==> src/rtl/scoreboard_pkg.sv <==
// Shared definitions for the BCD scoreboard: action encoding and tick divider sizing.
package scoreboard_pkg;

    typedef enum logic [1:0] {
        ACT_NONE = 2'd0,
        ACT_INC  = 2'd1,
        ACT_DEC  = 2'd2,
        ACT_CLR  = 2'd3
    } action_t;

    localparam int unsigned SIM_DIV = 5;

    // Terminal value of the free-running tick divider (period = result + 1 clocks).
    function automatic int unsigned div_terminal(input int unsigned clk_hz,
                                                 input int unsigned tick_hz,
                                                 input int          simulate);
        if (simulate != 0)
            return SIM_DIV - 1;
        else
            return (clk_hz / tick_hz) - 1;
    endfunction

endpackage

==> src/rtl/bcd_digit_addsub.sv <==
// One BCD digit adder/subtractor; o_cout is the carry (add) or borrow (sub) to the next digit.
module bcd_digit_addsub (
    input  logic [3:0] i_a,
    input  logic [3:0] i_b,
    input  logic       i_sub,
    input  logic       i_cin,
    output logic [3:0] o_y,
    output logic       o_cout
);
    logic [4:0] w_sum;
    logic [4:0] w_diff;

    always_comb begin
        w_sum  = {1'b0, i_a} + {1'b0, i_b} + {4'b0, i_cin};
        w_diff = {1'b0, i_a} - {1'b0, i_b} - {4'b0, i_cin};
        o_y    = w_sum[3:0];
        o_cout = 1'b0;
        if (i_sub) begin
            // A negative difference shows up as bit 4 set; add ten to fold back into 0..9.
            if (w_diff[4]) begin
                o_y    = 4'(w_diff + 5'd10);
                o_cout = 1'b1;
            end else begin
                o_y    = w_diff[3:0];
            end
        end else if (w_sum > 5'd9) begin
            o_y    = 4'(w_sum - 5'd10);
            o_cout = 1'b1;
        end
    end

endmodule

==> src/rtl/sseg_encoder.sv <==
// BCD digit to seven-segment pattern {g,f,e,d,c,b,a}, active-high.
module sseg_encoder (
    input  logic [3:0] i_digit,
    output logic [6:0] o_seg
);
    always_comb begin
        case (i_digit)
            4'd0:    o_seg = 7'b0111111;
            4'd1:    o_seg = 7'b0000110;
            4'd2:    o_seg = 7'b1011011;
            4'd3:    o_seg = 7'b1001111;
            4'd4:    o_seg = 7'b1100110;
            4'd5:    o_seg = 7'b1101101;
            4'd6:    o_seg = 7'b1111101;
            4'd7:    o_seg = 7'b0000111;
            4'd8:    o_seg = 7'b1111111;
            4'd9:    o_seg = 7'b1101111;
            default: o_seg = 7'b0000000;
        endcase
    end

endmodule

==> src/rtl/scoreboard_nd.sv <==
// Multi-digit BCD scoreboard: debounced-by-tick buttons add/subtract a step, a burst of
// clear presses zeroes the score, and each digit drives a seven-segment pattern.
module scoreboard_nd
    import scoreboard_pkg::*;
#(
    parameter int NUM_DIGITS        = 3,
    parameter int CLK_INPUT_FREQ_HZ = 100_000_000,
    parameter int TICK_FREQ_HZ      = 100,
    parameter int SIMULATE          = 1,
    parameter int CLR_PRESSES       = 5,
    parameter int CLR_TIMEOUT       = 200,
    parameter int WRAP              = 0,
    parameter int SEG_POLARITY      = 1
) (
    input  logic                      clk_100MHz,
    input  logic                      reset,
    input  logic                      incr_score,
    input  logic                      decr_score,
    input  logic                      clr_score,
    input  logic [1:0]                step_sel,
    output logic [4*NUM_DIGITS-1:0]   bcd_out,
    output logic [7*NUM_DIGITS-1:0]   sseg_out,
    output logic                      at_max,
    output logic                      at_zero,
    output logic                      limit_hit,
    output logic [2:0]                clr_count
);
    localparam int unsigned DIV_TC = div_terminal(CLK_INPUT_FREQ_HZ, TICK_FREQ_HZ, SIMULATE);
    localparam int TMO_W = $clog2(CLR_TIMEOUT + 1);
    localparam logic [4*NUM_DIGITS-1:0] MAXV_BCD = {NUM_DIGITS{4'h9}};

    logic [31:0]             r_div;
    logic                    w_tick;
    logic [2:0]              r_sync1, r_sync2, r_prev;
    logic [2:0]              w_edge;
    action_t                 w_act;
    logic [3:0]              w_step;
    logic [4*NUM_DIGITS-1:0] r_score, w_res, w_upd;
    logic [NUM_DIGITS:0]     w_chain;
    logic [7*NUM_DIGITS-1:0] w_seg;
    logic                    w_limit;
    logic                    r_limit;
    logic [2:0]              r_clr_cnt;
    logic [TMO_W-1:0]        r_tmo;

    assign w_tick = (r_div == DIV_TC);

    always_ff @(posedge clk_100MHz) begin
        if (reset)       r_div <= '0;
        else if (w_tick) r_div <= '0;
        else             r_div <= r_div + 32'd1;
    end

    // Bit order everywhere: {clr, decr, incr}.
    always_ff @(posedge clk_100MHz) begin
        if (reset) begin
            r_sync1 <= '0;
            r_sync2 <= '0;
            r_prev  <= '0;
        end else begin
            r_sync1 <= {clr_score, decr_score, incr_score};
            r_sync2 <= r_sync1;
            if (w_tick) r_prev <= r_sync2;
        end
    end

    assign w_edge = {3{w_tick}} & r_sync2 & ~r_prev;
    assign w_step = (step_sel == 2'd0) ? 4'd1 : {2'b00, step_sel};

    always_comb begin
        w_act = ACT_NONE;
        if (w_edge[2])                  w_act = ACT_CLR;
        else if (w_edge[0] ^ w_edge[1]) w_act = w_edge[0] ? ACT_INC : ACT_DEC;
    end

    assign w_chain[0] = 1'b0;

    generate
        for (genvar gi = 0; gi < NUM_DIGITS; gi++) begin : g_digit
            bcd_digit_addsub u_addsub (
                .i_a    (r_score[4*gi +: 4]),
                .i_b    ((gi == 0) ? w_step : 4'd0),
                .i_sub  (w_act == ACT_DEC),
                .i_cin  (w_chain[gi]),
                .o_y    (w_res[4*gi +: 4]),
                .o_cout (w_chain[gi+1])
            );
            sseg_encoder u_seg (
                .i_digit (r_score[4*gi +: 4]),
                .o_seg   (w_seg[7*gi +: 7])
            );
        end
    endgenerate

    // A carry/borrow out of the top digit means the result left 0..MAXV.
    always_comb begin
        w_upd   = w_res;
        w_limit = 1'b0;
        if (w_chain[NUM_DIGITS]) begin
            w_limit = 1'b1;
            if (WRAP == 0) w_upd = (w_act == ACT_DEC) ? '0 : MAXV_BCD;
        end
    end

    always_ff @(posedge clk_100MHz) begin
        if (reset) begin
            r_score   <= '0;
            r_clr_cnt <= '0;
            r_tmo     <= '0;
            r_limit   <= 1'b0;
        end else begin
            r_limit <= 1'b0;
            case (w_act)
                ACT_CLR: begin
                    r_tmo <= '0;
                    if (r_clr_cnt == 3'(CLR_PRESSES - 1)) begin
                        r_score   <= '0;
                        r_clr_cnt <= '0;
                    end else begin
                        r_clr_cnt <= r_clr_cnt + 3'd1;
                    end
                end
                ACT_INC, ACT_DEC: begin
                    r_score <= w_upd;
                    r_limit <= w_limit;
                end
                default: ;
            endcase
            // Idle ticks with a partial clear pending eventually discard it.
            if (w_tick && !w_edge[2] && (r_clr_cnt != 3'd0)) begin
                if (r_tmo == TMO_W'(CLR_TIMEOUT - 1)) begin
                    r_clr_cnt <= '0;
                    r_tmo     <= '0;
                end else begin
                    r_tmo <= r_tmo + 1'b1;
                end
            end
        end
    end

    assign bcd_out   = r_score;
    assign sseg_out  = (SEG_POLARITY != 0) ? w_seg : ~w_seg;
    assign at_max    = (r_score == MAXV_BCD);
    assign at_zero   = (r_score == '0);
    assign limit_hit = r_limit;
    assign clr_count = r_clr_cnt;

endmodule

==> config.mk <==
export PLATFORM = sky130hd
export DESIGN_NAME = scoreboard_nd
export DESIGN_NICKNAME = d
export VERILOG_FILES = /design/src/rtl/scoreboard_pkg.sv /design/src/rtl/bcd_digit_addsub.sv /design/src/rtl/sseg_encoder.sv /design/src/rtl/scoreboard_nd.sv
export SDC_FILE = /design/constraint.sdc
export NUM_CORES = 1
export LEC_CHECK = 0
export CORE_AREA = 5 5 83 124
export DETAILED_ROUTE_END_ITERATION = 8
export DIE_AREA = 0 0 88 129
export GPL_TIMING_DRIVEN = 0
export PLACE_DENSITY = 0.87
export REMOVE_ABC_BUFFERS = 1
export SKIP_LAST_GASP = 1
export SYNTH_ARGS = -nofsm -noshare
export SYNTH_HDL_FRONTEND = slang
export SYNTH_SLANG_ARGS = --single-unit
==> constraint.sdc <==
create_clock -name clk_100MHz -period 12.9 [get_ports clk_100MHz]
set_clock_uncertainty 0.2 [all_clocks]
set_input_delay 1.29 -clock clk_100MHz [delete_from_list [all_inputs] [get_ports clk_100MHz]]
set_output_delay 1.29 -clock clk_100MHz [all_outputs]
set_load 0.01 [all_outputs]
==> results.txt, run 1 <==
Status: finished, final reports clean
CTS resizes: 0
Final setup violating endpoints: 0
Final worst-path cycle share: 71.47%
FF-to-FF setup slack: 4.09 ns
Post-Route Setup TNS: 0 ns
Pin count of the biggest net entering global routing: 48
Static Leak: 0.002484 uW
Crit Path Class: primary input to flop
Top FF cell, synth: dfxtp_1
Gr usage total: 23.54%
Layout area overhead: 14.20%
Final Slew Violations: 0
Cell taking the most area after synthesis: dfxtp_1
Register share of total power: 48.9%
Mapped cell area: 0.005383 mm^2
Hold Path Class: flop to flop
Clock power frac: 45.9%
Async S/R FF share, synth: 0%
ANT cells: 0
Post-synth EDFFs: 0
Antenna Nets Post-Route: 0
Vias in the first global route: 4847
Unique masters post-synth: 72
Pre-antenna DRT Iters: 6
Ports: 46
Chip height: 129 um
Crit path max fanout: 11
DIE WIDTH: 88 um
Final wirelength: 12.80 mm
Clock transition at the registers of the reported paths: 0.06 ns
Sink Count: 86
Final net count: 728
Hold wc startpoint: r_sync1[2]
Remaining DRCs: 0
Critical Path End Type: flop
Initial Util: 59.20%
Footprint of the multi-input gates: 0.003366 mm^2
Inserted Clock Buffers: 9
Min cycle time layout: 9.219 ns
Sw Pwr: 123.3 uW
DP HPWL: 9.112 mm
IR drop worst, VDD: 0.00009642 V
Worst setup SP type: primary input
Sequential-to-total area share from yosys stat: 31.99%
F_max: 0.1085 GHz
Reg2reg start: r_div[24]
Worst slew pin tran: 1.002 ns
Routed len/inst: 16.13 um
Remaining Overflow, GRT: 0
Comb pwr share: 5.2%
WHS Endpoint: r_sync2[2]
Net Sw Frac: 22.33%
Critical R2R Capture: g_digit[0].u_seg.o_seg[3]
Post-Place Cell Area: 0.005857 mm^2
Post-synthesis cell count: 650
Drt first-iter violations: 409
WHS Path Cells: 1
Syn avg cell area: 8.281 um^2
Reg2Reg Depth: 26
CP arrival: 9.28 ns
Slew margin rel.: 32.23%
Worst-case clock buffer depth: 2
Number of antenna violations at the first check in global routing: 0
Final RePlAce weighted congestion: 0.8943
Post-CTS Setup Inserts: 0
Hold buffer count at cts: 0
Synth top area cells: dfxtp_1 32%, ha_1 9.8%, nor2_1 5.0%, xnor2_1 3.1%, xor2_1 3.1%
Finished Layout Cells: 794
Hold slack: 0.2423 ns
Row count: 43
Routed vias: 4932
Design Area, Final: 0.006147 mm^2
Yosys top cell area share: 31.99%
H-tree depth: 3
Critical path required time: 12.96 ns
Vias/cell: 6.212
Clk root buf: clkbuf_16
Internal cell power: 428.6 uW
Syn. warnings: 0
Yosys reg bits: 86
Final Hold Viols: 0
FF+latch area: 0.001722 mm^2
Placed Cells: 778
Fill count: 708
RSZ-0062 raised after global routing: false
PwrDens: 89.77 mW/mm^2
# port buffers: 45
Max-cap violation count: 0
CTS tree: done
Area of the core: 0.009092 mm^2
Die ar.: 0.01135 mm^2
First-pass GRT wire length: 21.75 mm
Share of layout cells above drive strength 1: 6.012%
Clock insertion delay at the later pin of the skew report: 0.34 ns
cells by family (layout without fill, tap and decap cells):
kind of cell             Yosys count  after routing  synth area share, %
AND/OR/NAND/NOR                  264            264                26.20
AO/OA/AOI/OAI                    130            130                17.04
flip-flops                        86             86                31.99
buffers and inverters             75            107                5.555
adder cells (fa/ha/maj)           44             44                10.51
XOR/XNOR                          38             38                6.183
multiplexers                      13             13                2.534
how the worst max path moves through the flow:
stage,depth (start not counted),startpoint,slack [ns],to
after floorplan,26,step_sel[0],5.43,g_digit[0].u_seg.o_seg[6]
after global placement,28,step_sel[1],3.87,g_digit[0].u_seg.o_seg[6]
after detailed placement,28,step_sel[1],3.58,g_digit[0].u_seg.o_seg[3]
after CTS,28,step_sel[1],3.83,g_digit[0].u_seg.o_seg[3]
after global routing,28,step_sel[1],3.30,g_digit[0].u_seg.o_seg[3]
final,28,step_sel[1],3.68,g_digit[0].u_seg.o_seg[3]
power groups by stage:
stage | logic (uW) | registers (uW) | clock network [uW]
2_1_floorplan | 17.2 | 275 | 0
3_3_place_gp | 26.1 | 275 | 0
3_5_place_dp | 28.2 | 276 | 0
4_1_cts | 28.4 | 270 | 255
5_1_grt | 31.5 | 270 | 270
6_report | 28.6 | 270 | 253
flip-flops by register name (all words and copies together) (netlist names):
signal               cells
r_div                   32
g_digit.u_seg.o_seg     21
bcd_out                 12
r_tmo                    8
clr_count                3
r_prev                   3
r_sync1                  3
r_sync2                  3
limit_hit                1
stage by stage:
stage               total power, uW  setup WS [ns]  util [%]
floorplan                     292.6          5.427         -
global placement              301.6          3.873     64.26
detailed placement            303.8          3.585     64.41
CTS                           553.6          3.828     67.61
global route                  570.9          3.299     67.61
finish                        551.9          3.681     67.61
critical path: stages:
cell,delay (ns)
clkdlybuf4s50_1,0.52
nand2b_1,0.11
ha_1,0.21
inv_1,0.07
fa_1,0.54
nand2_1,0.14
a21oi_1,0.09
o41ai_1,0.65
ha_1,0.41
ha_1,0.40
or2_2,0.19
a21oi_1,0.08
or4_1,0.55
o21ai_0,0.21
ha_1,0.30
ha_1,0.32
xnor2_1,0.20
ha_1,0.26
nand2b_1,0.16
mux2i_1,0.21
a22oi_1,0.50
and2_1,0.41
nand4_1,0.19
a21oi_1,0.37
inv_1,0.15
ha_1,0.31
mux2_2,0.28
mux2i_1,0.14
synth_stat cells, types with 7 or more instances:
library cell and number:
nor2_1 72, nor3_1 15, nand2b_1 9, and3_1 16, clkbuf_1 24, xor2_1 19
o21ai_0 27, ha_1 42, inv_1 43, nand2_1 41, or3_1 7, o22ai_1 10
nand4_1 13, and2_1 8, nor4_1 14, nor2b_1 17, xnor2_1 19, a21oi_1 31
nand3_1 18, dfxtp_1 86, mux2i_1 8
metal layers:
layer | GRT usage, % | part of all wire [%] | vias to the layer above
met5 | 0 | 0 | -
met4 | 11.02 | 3.2 | 0
met3 | 4.228 | 5.0 | 45
met2 | 42.81 | 53 | 185
met1 | 25.83 | 39 | 2337
li1 | - | - | 2365
cells in the final DEF, fill, tap and decap left out, types with 7 or more instances in the layout:
cell / count
nor2_1: 72
clkdlybuf4s50_1: 44
or3_1: 7
nand2_1: 41
xor2_1: 19
clkbuf_16: 9
nor4_1: 14
o21ai_0: 27
ha_1: 42
xnor2_1: 19
nand2b_1: 9
o22ai_1: 10
nor2b_1: 17
a21oi_1: 31
nor3_1: 15
and2_1: 8
inv_1: 43
nand4_1: 13
and3_1: 16
dfxtp_1: 86
mux2i_1: 8
nand3_1: 18
cell type report:
type	count	share of cell area, %
Sequential cell	86	28.01
Inverter	45	2.748
Multi-Input combinational cell	489	54.75
Timing Repair Buffer	46	7.490
Tap cell	112	2.280
Clock inverter	6	0.9974
Clock buffer	10	3.725
No activity file was read; power rests on OpenSTA's default activity.
==> run 2, diff against run 1 <==
CORE_AREA = 5 5 89 132   (was 5 5 83 124)
DIE_AREA = 0 0 94 137   (was 0 0 88 129)
PLACE_DENSITY = 0.8   (was 0.87)
clock period = 8.4 ns   (was 12.9 ns; I/O delays follow)
==> run 2 against run 1 <==
Hold slack got worse by 0.0019 ns; routed wire length decreased by 2.3%; sequential share of layout area decreased by 0.42 points; sequential power increased by 53%; first-iteration DRC count decreased by 7.1%; worst setup slack got worse by 3.3 ns; register-to-register slack got worse by 3.5 ns; highest routed layer unchanged.
==> results.txt, run 2 (synthesized netlist as in run 1, its figures left out) <==
CTS tree: done
Final net count: 728 (unchanged)
Finished Layout Cells: 826 (+4.0%)
Most frequent cells in the layout: 86 x dfxtp_1, 71 x nor2_1, 44 x clkdlybuf4s50_1
RSZ-0062 raised after global routing: false
Ports: 46 (unchanged)
PwrDens: 142.1 mW/mm^2 (+58%)
IR drop worst, VDD: 0.00009350 V (-3.0%)
Final Hold Viols: 0 (unchanged)
Routed len/inst: 15.15 um (-6.0%)
Die ar.: 0.01288 mm^2 (+13%)
Most common cell after layout, fill and taps aside: dfxtp_1
Final Slew Violations: 0 (unchanged)
Clock transition at the registers of the reported paths: 0.07 ns (about the same)
Pin count of the biggest net entering global routing: 48 (unchanged)
Routed vias: 4813 (-2.4%)
Crit Path Class: primary input to flop
Final wirelength: 12.52 mm (-2.3%)
Inserted Clock Buffers: 9 (unchanged)
Final setup violating endpoints: 0 (unchanged)
Row count: 46 (+7.0%)
First-pass GRT wire length: 20.98 mm (-3.5%)
DP HPWL: 8.997 mm (-1.3%)
Number of flip-flops under the largest register name: 32 (unchanged)
Final RePlAce weighted congestion: 0.9047 (+1.2%)
Gr usage total: 19.94% (-3.6 points)
# port buffers: 45 (unchanged)
Max-cap violation count: 0 (unchanged)
Worst-case clock buffer depth: 2 (unchanged)
Layout area overhead: 15.92%
Internal cell power: 689.9 uW (+61%)
Fill count: 935 (+32%)
Final worst-path cycle share: 95.45%
Clock insertion delay at the later pin of the skew report: 0.34 ns (about the same)
Register share of total power: 46.7% (-2.2 points)
Number of antenna violations at the first check in global routing: 0 (unchanged)
Chip height: 137 um (+6.2%)
Sink Count: 86 (unchanged)
Power consumption: 886.9 uW (+61%)
DIE WIDTH: 94 um (+6.8%)
F_max: 0.1247 GHz
Initial Util: 51.39% (-7.8 points)
Clock power frac: 48.4% (+2.5 points)
Static Leak: 0.002505 uW (+0.84%)
H-tree depth: 3 (unchanged)
Slew margin rel.: 33.57% (+1.3 points)
Pre-antenna DRT Iters: 6 (unchanged)
Vias in the first global route: 4573 (-5.7%)
Post-Route Setup TNS: 0 ns (unchanged)
Largest reg by FF count: r_div
CP arrival: 8.04 ns (-1.24 ns)
Min cycle time layout: 8.018 ns
Area of the core: 0.01048 mm^2 (+15%)
Sw Pwr: 197.0 uW (+60%)
Placed Cells: 810 (+4.1%)
Hold Path Class: flop to flop
Comb pwr share: 4.9% (-0.3 points)
Critical path required time: 8.43 ns (-4.53 ns)
Worst slew pin tran: 0.9889 ns (-0.01357 ns)
Vias/cell: 5.827 (-6.2%)
Remaining DRCs: 0 (unchanged)
Drt first-iter violations: 380 (-7.1%)
Net Sw Frac: 22.21% (-0.12 points)
Status: finished, final reports clean
ANT cells: 0 (unchanged)
Design Area, Final: 0.006240 mm^2 (+1.5%)
Post-Place Cell Area: 0.005897 mm^2 (+0.68%)
Antenna Nets Post-Route: 0 (unchanged)
Critical Path End Type: flop
Share of layout cells above drive strength 1: 7.038% (+1.0 points)
Clk root buf: clkbuf_16
Crit path max fanout: 11 (unchanged)
Worst setup SP type: primary input
Remaining Overflow, GRT: 0 (unchanged)
-- run 2: routing by layer --
metal  vias to the layer above  global-route usage [%]  wire length, um
met2                       122                   35.68             6440
li1                       2371                       -                -
met4                         0                   7.390              239
met3                        26                   3.795              582
met1                      2294                   23.35             5252
met5                         -                       0                0
-- run 2: power groups by stage --
stage | registers [uW] | clock network (uW) | logic [uW]
finish | 414 | 430 | 43.2
global route | 414 | 454 | 48.5
CTS | 414 | 434 | 43.0
detailed placement | 423 | 0 | 42.7
global placement | 423 | 0 | 40.3
floorplan | 423 | 0 | 26.4
-- run 2: repair_timing --
action | in CTS | in global routing
gates cloned | 0 | 0
buffers inserted | 0 | 0
hold buffers | 0 | 0
endpoints found under the setup margin | 5 | 15
gates resized for setup | 1 | 5
-- run 2: layout make-up --
type,count,area [um^2],area share [%]
multi-input cells,489,3388,54.30
clock buffers,9,225.2,3.609
well taps,144,180.2,2.888
clock inverters,7,95.09,1.524
inverters,45,168.9,2.707
repair buffers,46,460.4,7.379
flip-flops and latches,86,1722,27.59
-- run 2: critical path: stages --
cell and delay [ns]:
clkdlybuf4s50_1 0.50, nand2b_1 0.10, ha_1 0.20, inv_1 0.07, fa_1 0.55, nand2_1 0.14
a21oi_1 0.09, o41ai_2 0.46, ha_1 0.38, ha_1 0.39, or2_2 0.19, a21oi_1 0.07
or4_1 0.54, o21ai_0 0.17, ha_1 0.29, ha_1 0.31, xnor2_1 0.21, ha_1 0.26
nand2b_1 0.16, mux2i_2 0.14, a22oi_2 0.31, and2_2 0.33, nand4_1 0.14, a21oi_1 0.35
ha_1 0.27, nand2_1 0.06, o2111a_1 0.25, mux2_2 0.26
-- run 2: stage by stage --
| step | hold WS [ns] | setup WS, ns | util, % |
|---|---|---|---|
| final | 0.2404 | 0.3825 | 59.57 |
| after global routing | 0.2677 | 0.01740 | 59.57 |
| after CTS | 0.2453 | 0.02169 | 59.42 |
| after detailed placement | 0.2302 | -0.3745 | 56.29 |
| after global placement | 0.2310 | -0.2365 | 56.16 |
| after floorplan | 0.2138 | 1.377 | - |
-- run 2: path summary, 6_finish.rpt --
check,to,slack [ns],start,cells past startpoint
worst max-delay path,g_digit[0].u_seg.o_seg[6],0.38,step_sel[1],28
worst min-delay path,r_sync2[2],0.24,r_sync1[2],1
worst min register to register,r_sync2[2],0.24,r_sync1[2],1
worst max register to register,g_digit[0].u_seg.o_seg[6],0.62,r_div[24],26
